**src/rtl/bss_4_if.sv**
```systemverilog
// bss_4_if: start/operand request and busy/done/result response bundle for the bit-serial subtractor
interface bss_4_if;
  logic       start;
  logic [3:0] A_in;
  logic [3:0] B_in;
  logic       B_1;
  logic       busy;
  logic       done;
  logic [3:0] S;
  logic       BO;
  logic       OV;
  modport master (output start, A_in, B_in, B_1, input busy, done, S, BO, OV);
  modport slave  (input start, A_in, B_in, B_1, output busy, done, S, BO, OV);
endinterface

```
**src/rtl/bss_4.sv**
```systemverilog
// bss_4: 4-bit bit-serial subtractor, one full-subtractor cell plus a borrow flop, LSB first
module bss_4 (
  input logic   sys_clk,
  input logic   sys_rst_n,
  bss_4_if.slave bus
);
  typedef enum logic [1:0] {IDLE, CALC, DONE} state_t;
  state_t     state;
  logic [1:0] cnt;
  logic [3:0] a_r, b_r;
  logic [2:0] s_sh;
  logic       bor;
  logic       a_b, b_b, d, bout;
  assign a_b  = a_r[cnt];
  assign b_b  = b_r[cnt];
  assign d    = a_b ^ b_b ^ bor;
  assign bout = (~a_b & b_b) | (~(a_b ^ b_b) & bor);
  // partial difference bits live in s_sh so S only changes on completion
  always_ff @(posedge sys_clk or negedge sys_rst_n) begin
    if (!sys_rst_n) begin
      state    <= IDLE;
      cnt      <= 2'd0;
      a_r      <= 4'h0;
      b_r      <= 4'h0;
      s_sh     <= 3'h0;
      bor      <= 1'b0;
      bus.busy <= 1'b0;
      bus.done <= 1'b0;
      bus.S    <= 4'h0;
      bus.BO   <= 1'b0;
      bus.OV   <= 1'b0;
    end else if (state == CALC) begin
      s_sh <= {d, s_sh[2:1]};
      bor  <= bout;
      cnt  <= cnt + 2'd1;
      if (cnt == 2'd3) begin
        bus.S    <= {d, s_sh};
        bus.BO   <= bout;
        bus.OV   <= (a_r[3] ^ b_r[3]) & (d ^ a_r[3]);
        state    <= DONE;
        bus.busy <= 1'b0;
        bus.done <= 1'b1;
      end
    end else if (bus.start) begin
      a_r      <= bus.A_in;
      b_r      <= bus.B_in;
      bor      <= bus.B_1;
      cnt      <= 2'd0;
      state    <= CALC;
      bus.busy <= 1'b1;
      bus.done <= 1'b0;
    end else begin
      state    <= IDLE;
      bus.done <= 1'b0;
    end
  end
endmodule

```
**src/flat_wrapper.sv**
```systemverilog
// flat-port wrapper written by rule: the top's interface ports become plain ports
module bss_4_flat 
  (sys_clk, sys_rst_n, bus_start, bus_A_in, bus_B_in, bus_B_1, bus_busy, bus_done, bus_S, bus_BO, bus_OV);
  bss_4_if bus_i ();
  input logic sys_clk;
  input logic sys_rst_n;
  input wire logic [$bits(bus_i.start)-1:0] bus_start;
  input wire logic [$bits(bus_i.A_in)-1:0] bus_A_in;
  input wire logic [$bits(bus_i.B_in)-1:0] bus_B_in;
  input wire logic [$bits(bus_i.B_1)-1:0] bus_B_1;
  output wire logic [$bits(bus_i.busy)-1:0] bus_busy;
  output wire logic [$bits(bus_i.done)-1:0] bus_done;
  output wire logic [$bits(bus_i.S)-1:0] bus_S;
  output wire logic [$bits(bus_i.BO)-1:0] bus_BO;
  output wire logic [$bits(bus_i.OV)-1:0] bus_OV;
  assign bus_i.start = bus_start;
  assign bus_i.A_in = bus_A_in;
  assign bus_i.B_in = bus_B_in;
  assign bus_i.B_1 = bus_B_1;
  assign bus_busy = bus_i.busy;
  assign bus_done = bus_i.done;
  assign bus_S = bus_i.S;
  assign bus_BO = bus_i.BO;
  assign bus_OV = bus_i.OV;
  bss_4 u_core (.sys_clk(sys_clk), .sys_rst_n(sys_rst_n), .bus(bus_i));
endmodule
```
**config.mk**
```make
export PLATFORM = sky130hd
export DESIGN_NAME = bss_4_flat
export DESIGN_NICKNAME = d
export VERILOG_FILES = /design/src/rtl/bss_4_if.sv /design/src/rtl/bss_4.sv /design/src/flat_wrapper.sv
export SDC_FILE = /design/constraint.sdc
export NUM_CORES = 1
export LEC_CHECK = 0
export ABC_CLOCK_PERIOD_IN_PS = 3400
export BUFFER_PORTS_ARGS = -buffer_cell sky130_fd_sc_hd__buf_4
export CORE_UTILIZATION = 56
export DETAILED_ROUTE_END_ITERATION = 10
export PLACE_DENSITY = 0.78
export SLEW_MARGIN = 20
export SYNTH_ARGS = -nofsm -noshare
export SYNTH_HDL_FRONTEND = slang
export SYNTH_SLANG_ARGS = --single-unit
export TNS_END_PERCENT = 10
```
**constraint.sdc**
```tcl
create_clock -name sys_clk -period 3.4 [get_ports sys_clk]
set_input_delay 0.68 -clock sys_clk [delete_from_list [all_inputs] [get_ports sys_clk]]
set_output_delay 0.68 -clock sys_clk [all_outputs]
set_load 0.03 [all_outputs]
```
## Yosys cells after proc, flatten, opt, wreduce, memory -nomap -nowiden

Cells that the tools add are included.

- Add/sub/neg operators: 1
- Multipliers: 0
- Divide/modulo/power cells: 0
- Order comparisons: 1
- Equality and inequality tests: 3
- Shifts and indexed selects: 0
- Muxes and demuxes: 16
- Bitwise gates (word level): 11
- Reductions and logical operators: 4

Operators with widths:

| cell | count |
|---|---|
| 1-bit two-way mux | 10 |
| 2-bit two-way mux | 4 |
| 2-bit AND reduction | 3 |
| 1-bit binary-select mux with 2-bit select | 2 |
| 1-bit bitwise XOR | 4 |
| 1-bit AND | 3 |
| 2-bit by 3-bit less-than comparator with 1-bit output, second input constant | 1 |
| 1-bit NOT | 3 |
| 2-bit by 1-bit adder with 2-bit output, second input constant | 1 |
| 2-bit by 1-bit equality test with 1-bit output, second input constant | 1 |
| 2-bit equality test, second input constant | 1 |
| 2-bit inequality test, second input constant | 1 |
| 2-bit nonzero test | 1 |
| 1-bit bitwise OR | 1 |

- Flip-flop bits (word level): 24
- Latch bits: 0
- RAM bits: 0
- ROM bits: 0
- Input bits: 12
- Output and inout port bits: 8
- Logic and storage cells: 47
- Memories: 0

## Depth between registers and ports, before layout

Gate-level depths: netlist (run 1).

- Depth in word-level cells: 7
- Depth in mapped cells: 6
- Mapped depth without buffers: 6

## Worst setup path after synthesis (run 1)

Ideal clock, no wire load.

- Path kind: flip-flop to flip-flop
- From: register u_core.cnt[0]
- To: register u_core.bus.OV
- Library setup time: 0.130 ns
- Arrival: 1.811 ns
- Required time: 3.270 ns
- Path slack: 1.459 ns
- Cell stages (with the launch flop): 6
- Path buffers: 0
- Period minus slack after synthesis: 1.941 ns
- Cell sequence: dfrtp_1 -> mux4_2 -> fa_1 -> and3b_1 -> a21oi_1 -> o21ai_0

- Word-level cells in the longest chain between the ends: 6
- Elaborated cells on any way between the ends: 10
- Those cells by class: 1 x eq/ne; 4 x mux; 4 x bitwise; 1 x reduce/logical

RTL lines:

| what | line | RTL |
|---|---|---|
| from (decl) | bss_4.sv:9 | `logic [1:0] cnt;` |
| from (signal assigned) | bss_4.sv:35 | `cnt <= cnt + 2'd1;` |
| 1-bit binary-select mux with 2-bit select (on tied branches) | bss_4.sv:14, bss_4.sv:15 |  |
| 1-bit two-way mux (on tied branches) | bss_4.sv:14, bss_4.sv:15 |  |
| 1-bit bitwise XOR (*) (2 in a row) | bss_4.sv:16 | `assign d = a_b ^ b_b ^ bor;` |
| named net u_core.d | bss_4.sv:13 | `logic a_b, b_b, d, bout;` |
| 1-bit bitwise XOR (*) | bss_4.sv:39 | `bus.OV <= (a_r[3] ^ b_r[3]) & (d ^ a_r[3]);` |
| 1-bit AND (*) | bss_4.sv:39 |  |
| to (signal assigned) | bss_4.sv:39 |  |
| to (decl) | bss_4_if.sv:13 | `modport slave (input start, A_in, B_in, B_1, output busy, done, S, BO, OV);` |

The timed path passes the listed nets; every way through them passes the cells marked *. The select of a mux whose other input is x is not followed.
A chain may end at the register's enable or synchronous reset.

## Worst setup path after layout (run 1)

Ends and elaborated chain as after synthesis.

==> results of run 1 <==
flip-flops by register name, indices dropped and copies added (netlist names):
register	flops
u_core.bus.BO	1
u_core.cnt	2
u_core.bus.OV	1
u_core.bus.S	4
u_core.a_r	4
u_core.s_sh	3
u_core.state	2
u_core.bor	1
u_core.bus.busy	1
u_core.b_r	4
routing by layer:
metal / vias to the layer above / routed length (um) / GRT usage
li1: 282 / - / -
met5: - / 0 / 0
met2: 17 / 716 / 0.2925
met3: 7 / 85 / 0.07083
met4: 0 / 48 / 0.1313
met1: 291 / 771 / 0.2756
stage by stage:
stage | std cells | hold slack, ns
floorplan | 67 | 0.3844
global placement | 101 | 0.4680
detailed placement | 101 | 0.4811
CTS | 105 | 0.2351
global route | 105 | 0.2301
finish | 105 | 0.2325
cell usage after synthesis (all sizes together):
master	count	share of area
buf	1	0.012
nand3b	3	0.027
dfrtp	23	0.59
inv	4	0.015
nand2b	1	0.014
and3b	1	0.0090
nand2	4	0.018
fa	1	0.021
a21oi	2	0.010
ha	1	0.013
mux2	16	0.19
o21ai	6	0.031
nor2	2	0.0077
mux4	2	0.046
area by class of cell:
cell class              count  area [um2]  area share
clock buffers               4       26.28     0.02283
inverters                   4       15.01     0.01304
multi-input cells          39       371.6      0.3228
flip-flops and latches     23       575.6      0.5000
well taps                  16       20.02     0.01739
repair buffers             19       142.6      0.1239
report_power, final:
group | switching (W) | internal [W] | leakage [nW]
Clock | 0.0000788 | 0.0000459 | 0.0150
Combinational | 0.000280 | 0.000292 | 0.252
Sequential | 0.0000970 | 0.000410 | 0.273
cell families after synthesis:
| family | after synthesis | synth area share |
|---|---|---|
| buf+inv | 5 | 0.02699 |
| fa+ha+maj | 2 | 0.03342 |
| compound gates | 8 | 0.04113 |
| simple gates | 11 | 0.07583 |
| flops | 23 | 0.5913 |
| mux | 18 | 0.2314 |
worst min-delay path by stage:
stage	from	to	slack, ns	cells after the start
global route	sys_rst_n	u_core.bus.S[2]$_DFFE_PN0P_	0.23	1
floorplan	sys_rst_n	u_core.a_r[0]$_DFFE_PN0P_	0.38	0
detailed placement	u_core.bus.BO$_DFFE_PN0P_	u_core.bus.BO$_DFFE_PN0P_	0.48	2
CTS	sys_rst_n	u_core.bus.S[2]$_DFFE_PN0P_	0.24	1
global placement	u_core.bus.OV$_DFFE_PN0P_	u_core.bus.OV$_DFFE_PN0P_	0.47	2
finish	sys_rst_n	u_core.bor$_DFFE_PN0P_	0.23	1
worst reg2reg max path, stage by stage, from the launching register on:
cell	delay [ns]
dfrtp_1	0.47
mux4_2	0.55
fa_1	0.55
and3b_1	0.21
a21oi_1	0.10
o21ai_0	0.08
==> summary.md, run 1 <==
| Metric | Value |
|---|---|
| Final worst clock skew | `approximately 0.0052 ns` |
| Crit-path slowest cell | `mux4_2` |
| R2R Path Start | `u_core.cnt[0]$_DFFE_PN0P_` |
| PnR worst setup slack | `~1.3 ns` |
| ANT nets after route | `0` |
| CTS sink cnt | `23` |
| Total grt overflow | `0` |
| Io pins | `20` |
| Post-CTS sizing | `0` |
| Cts bufs inserted | `3` |
| Initial core utilization | `0.6244` |
| Fin crit share | `0.6062` |
| Residual DRC | `0` |
| Startpoint Class | `flop` |
| Row count | `14` |
| Share of cells above drive strength 1 | `0.4831` |
| Number of global-route vias before repair | `about 570` |
| Crit path max-delay family | `multiplexers` |
| Netlist Area Pre-Place | `973.4 um2` |
| Cell chain of the critical path | `mux4_2, fa_1, and3b_1, a21oi_1, o21ai_0` |
| Post-CTS setup buffers | `0` |
| Rel. slew slack | `0.8103` |
| CTS tree | `done` |
| Post-Synthesis Cells | `between 60 and 70` |
| Fmax | `just under 500 MHz` |
| Period minus WS final | `2.061 ns` |
| Drt wl/cell | `15.45 um` |
| Detailed-route wire length | `between 1500 and 2000 um` |
| RePlAce Congestion | `0.7863` |
| WS Path Type | `reg -> reg` |
| Total core area | `~0.0016 mm2` |
| Core Util, Final | `0.7384` |
| Synthesized net count | `a little over 80` |
| CP max FO | `5` |
| Total power draw | `approximately 0.0012 W` |
| Clock-pin slew on the worst setup and hold paths | `~0.12 ns` |
| Slack of the worst reg-to-reg path | `between 1 and 1.5 ns` |
| Max clock buf depth | `2` |
| CP Capture Point | `u_core.bus.OV$_DFFE_PN0P_` |
| Syn Area/Cell | `14.53 um2` |
| Most frequent cells in the layout | `dfrtp_1, buf_4, mux2_2` |
| Port bufs | `19` |
| CTS H-tree depth | `1` |
| Global Route Usage Sum | `0.2077` |
| Pwr/cell area | `roughly 1000 mW/mm2` |
| Chip height | `around 44 um` |
| Drt via density | `5.686` |
| WP buf/inv | `0` |
| Antenna diode count | `0` |
| First-pass GRT wire length | `around 2700 um` |
| Die Wd | `approximately 44 um` |
| R2R Path End | `u_core.bus.OV$_DFFE_PN0P_` |
| Final HPWL DP | `roughly 1200 um` |
| Die ar. | `~0.0019 mm2` |
| Setup TNS | `0 ns` |
| Critical Path Start | `u_core.cnt[0]$_DFFE_PN0P_` |
| Max IR drop VDD | `just under 600 uV` |
| Outcome | `complete, no violations` |
| Max-slew violations | `0` |
| Vias | `slightly below 600` |
| Tightest Pin Transition | `around 0.28 ns` |
| Yosys cell types | `16` |
| RSZ-0062 raised after global routing | `false` |
| Synth warn | `0` |
| Max cap viols | `0` |
| Hold crit path type | `in -> async` |
| CTS root buffer | `clkbuf_4` |
| Worst setup EP type | `flop` |
| Final setup viols | `0` |
| Hold-fix buffer count after cts | `0` |
| NumNets Final | `between 100 and 150` |
| Drt first pass iters | `4` |
| Worst path arrival time | `roughly 2.3 ns` |
| Worst-Skew Late Latency | `between 0.3 and 0.4 ns` |
| Initial drt markers | `9` |
| Dpl ws | `approximately 1.4 ns` |
| Slowest stage delay, CP | `0.55 ns` |
| Worst Reg-to-Reg Cells | `5` |
| Final Cell Area | `~0.0012 mm2` |
| Total stage count of the critical path | `5` |
| Worst Path Required | `about 3.6 ns` |
| Yosys reg bits | `23` |
| Area delta synth->final | `18.25%` |
| Commonest non-fill, non-tap cell in the layout | `dfrtp_1` |
| Sequential cell area fraction in the yosys report | `0.5913` |
| Fin. Hold Viols | `0` |
| Largest net degree at the start of global routing | `24` |
| FILL cells | `108` |
| Initial antenna violation count | `0` |
| Leakage Power | `around 0.54 nW` |
| Cell Area, Placed | `0.001125 mm2` |
(Power assumes the default switching activity.)
==> inputs of run 2 (changes only) <==
- ABC_CLOCK_PERIOD_IN_PS: 3400 -> 1800
- CORE_UTILIZATION: 56 -> 47
- PLACE_DENSITY: 0.78 -> 0.7
- clock period: 3.4 -> 1.8 ns (I/O delays scaled with it)
==> summary.md, run 2 (synthesis results as in run 1) <==
| Metric | Value |
|---|---|
| Worst path arrival time | `2.17 ns (was 2.26 ns)` |
| Final worst clock skew | `0.0009076 ns (was 0.005246 ns)` |
| CTS root buffer | `clkbuf_4 (unchanged)` |
| Drt wl/cell | `12.88 um (was 15.45 um)` |
| Initial core utilization | `0.4962 (was 0.6244)` |
| Worst setup EP type | `flop (unchanged)` |
| Rel. slew slack | `0.8057 (was 0.8103)` |
| Max cap viols | `0 (unchanged)` |
| Core Util, Final | `0.6199 (was 0.7384)` |
| Final setup viols | `3 (was 0)` |
| CTS H-tree depth | `1 (unchanged)` |
| Total grt overflow | `0 (unchanged)` |
| Detailed-route wire length | `1559 um (was 1622 um)` |
| Chip height | `47.51 um (was 43.69 um)` |
| Largest registers | `u_core.a_r x4, u_core.b_r x4, u_core.bus.S x4 (unchanged)` |
| WHS | `0.2743 ns (was 0.2325 ns)` |
| Outcome | `finished with violations (was complete, no violations)` |
| Residual DRC | `0 (unchanged)` |
| Hold crit path type | `in -> reg (was in -> async)` |
| Setup TNS | `-0.2105 ns (was 0 ns)` |
| Area delta synth->final | `24.94% (was 18.25%)` |
| Initial drt markers | `4 (was 9)` |
| ANT nets after route | `0 (unchanged)` |
| Leakage Power | `0.5708 nW (was 0.5403 nW)` |
| Dpl cells | `115 (was 101)` |
| WHS Endpoint | `u_core.a_r[2]$_DFFE_PN0P_` |
| Drt via density | `4.983 (was 5.686)` |
| Startpoint Class | `flop (unchanged)` |
| Failing checks | `negative setup slack` |
| Die ar. | `0.002257 mm2 (was 0.001909 mm2)` |
| Initial antenna violation count | `0 (unchanged)` |
| Row count | `16 (was 14)` |
| Final std cells w/o fill | `121 (was 105)` |
| RSZ-0062 raised after global routing | `true (was false)` |
| Largest net degree at the start of global routing | `24 (unchanged)` |
| CTS sink cnt | `23 (unchanged)` |
| Tightest Pin Transition | `0.2914 ns (was 0.2845 ns)` |
| Min-delay src | `bus_A_in[2]` |
| Fin. Hold Viols | `0 (unchanged)` |
| Dpl ws | `-0.1519 ns (was 1.362 ns)` |
| WS Path Type | `reg -> reg (unchanged)` |
| Share of cells above drive strength 1 | `0.5426 (was 0.4831)` |
| Drt first pass iters | `4 (unchanged)` |
| Multi-input logic area | `381.6 um2 (was 371.6 um2)` |
| Port bufs | `19 (unchanged)` |
| Worst Reg-to-Reg Cells | `5 (unchanged)` |
| Most frequent cells in the layout | `buf_4, dfrtp_1, mux2_2 (was dfrtp_1, buf_4, mux2_2)` |
| Cts bufs inserted | `3 (unchanged)` |
| R2R Path End | `u_core.bus.OV$_DFFE_PN0P_ (unchanged)` |
| First-pass GRT wire length | `2387 um (was 2684 um)` |
| Antenna diode count | `0 (unchanged)` |
| Max clock buf depth | `2 (unchanged)` |
| R2R Path Start | `u_core.cnt[0]$_DFFE_PN0P_ (unchanged)` |
| Total core area | `0.001962 mm2 (was 0.001559 mm2)` |
| Clock-pin slew on the worst setup and hold paths | `0.12 ns (about the same)` |
| CTS tree | `done (unchanged)` |
| NumNets Final | `109 (was 104)` |
| Io pins | `20 (unchanged)` |
| Period minus WS final | `1.929 ns (was 2.061 ns)` |
| Number of global-route vias before repair | `530 (was 565)` |
| CP max FO | `4 (was 5)` |
| PnR worst setup slack | `-0.1291 ns (was 1.339 ns)` |
| Hold Crit Depth | `2` |
| Fin crit share | `1.072 (was 0.6062)` |
| Final HPWL DP | `1159 um (was 1182 um)` |
| Fmax | `518.4 MHz (was 485.2 MHz)` |
| Max-slew violations | `0 (unchanged)` |
| Worst-Skew Late Latency | `0.30 ns (was 0.31 ns)` |
| Slack of the worst reg-to-reg path | `-0.13 ns (was 1.34 ns)` |
| Global Route Usage Sum | `0.1588 (was 0.2077)` |
| RePlAce Congestion | `0.7409 (was 0.7863)` |
| Worst Path Required | `2.04 ns (was 3.60 ns)` |
| Vias | `603 (was 597)` |
| Max IR drop VDD | `925.1 uV (was 578.2 uV)` |
| Pwr/cell area | `1950 mW/mm2 (was 1046 mW/mm2)` |
| Die Wd | `47.51 um (was 43.69 um)` |
| Reg area | `575.6 um2 (unchanged)` |
| FILL cells | `177 (was 108)` |
-- run 2: critical path: stages (launching register included) --
cell     delay (ns)
dfrtp_1        0.43
mux4_2         0.54
fa_2           0.58
and3b_1        0.18
a21oi_2        0.03
o21ai_1        0.11
-- run 2: how the worst max path moves through the flow --
stage / start / slack, ns / end / cells past startpoint
floorplan: u_core.cnt[0]$_DFFE_PN0P_ / -0.1 / u_core.bus.OV$_DFFE_PN0P_ / 6
global placement: u_core.cnt[0]$_DFFE_PN0P_ / -0.09 / u_core.bus.OV$_DFFE_PN0P_ / 6
detailed placement: u_core.cnt[0]$_DFFE_PN0P_ / -0.15 / u_core.bus.OV$_DFFE_PN0P_ / 6
CTS: u_core.cnt[0]$_DFFE_PN0P_ / -0.17 / u_core.bus.OV$_DFFE_PN0P_ / 6
global route: u_core.cnt[0]$_DFFE_PN0P_ / -0.21 / u_core.bus.OV$_DFFE_PN0P_ / 5
finish: u_core.cnt[0]$_DFFE_PN0P_ / -0.13 / u_core.bus.OV$_DFFE_PN0P_ / 5
-- run 2: per-layer routing --
metal  vias up  wire length [um]  GRT usage
met5         -                 0          0
met3         2                42    0.04528
met1       301               747     0.2132
met2        11               745     0.2329
met4         0                22    0.08571
li1        289                 -          -
-- run 2: timing repair --
action | 4_1_cts | 5_1_grt
endpoints found under the setup margin | 3 | 3
buffers inserted | 0 | 1
hold buffers | 1 | 0
hold endpoints to repair | 23 | 0
pin swaps | 0 | 1
gates resized for setup | 0 | 3
gates cloned | 0 | 0
-- run 2: layout make-up --
cell class,instances,share of cell area
Timing Repair Buffer,24,0.1502
Clock inverter,1,0.004115
Tap cell,27,0.02778
Inverter,4,0.01235
Sequential cell,23,0.4732
Clock buffer,3,0.01852
Multi-Input combinational cell,39,0.3138
-- run 2: stage by stage --
stage / total power [W] / area [um2]
finish: 0.002371 / 1216
global route: 0.002558 / 1216
CTS: 0.002324 / 1199
detailed placement: 0.002090 / 1161
global placement: 0.002047 / 1161
floorplan: 0.001753 / 973.4
-- run 2: where the power goes --
group / leakage, nW / internal, W / switching, W
logic: 0.280 / 0.000636 / 0.000564
clock network: 0.0177 / 0.0000829 / 0.000152
registers: 0.273 / 0.000775 / 0.000162
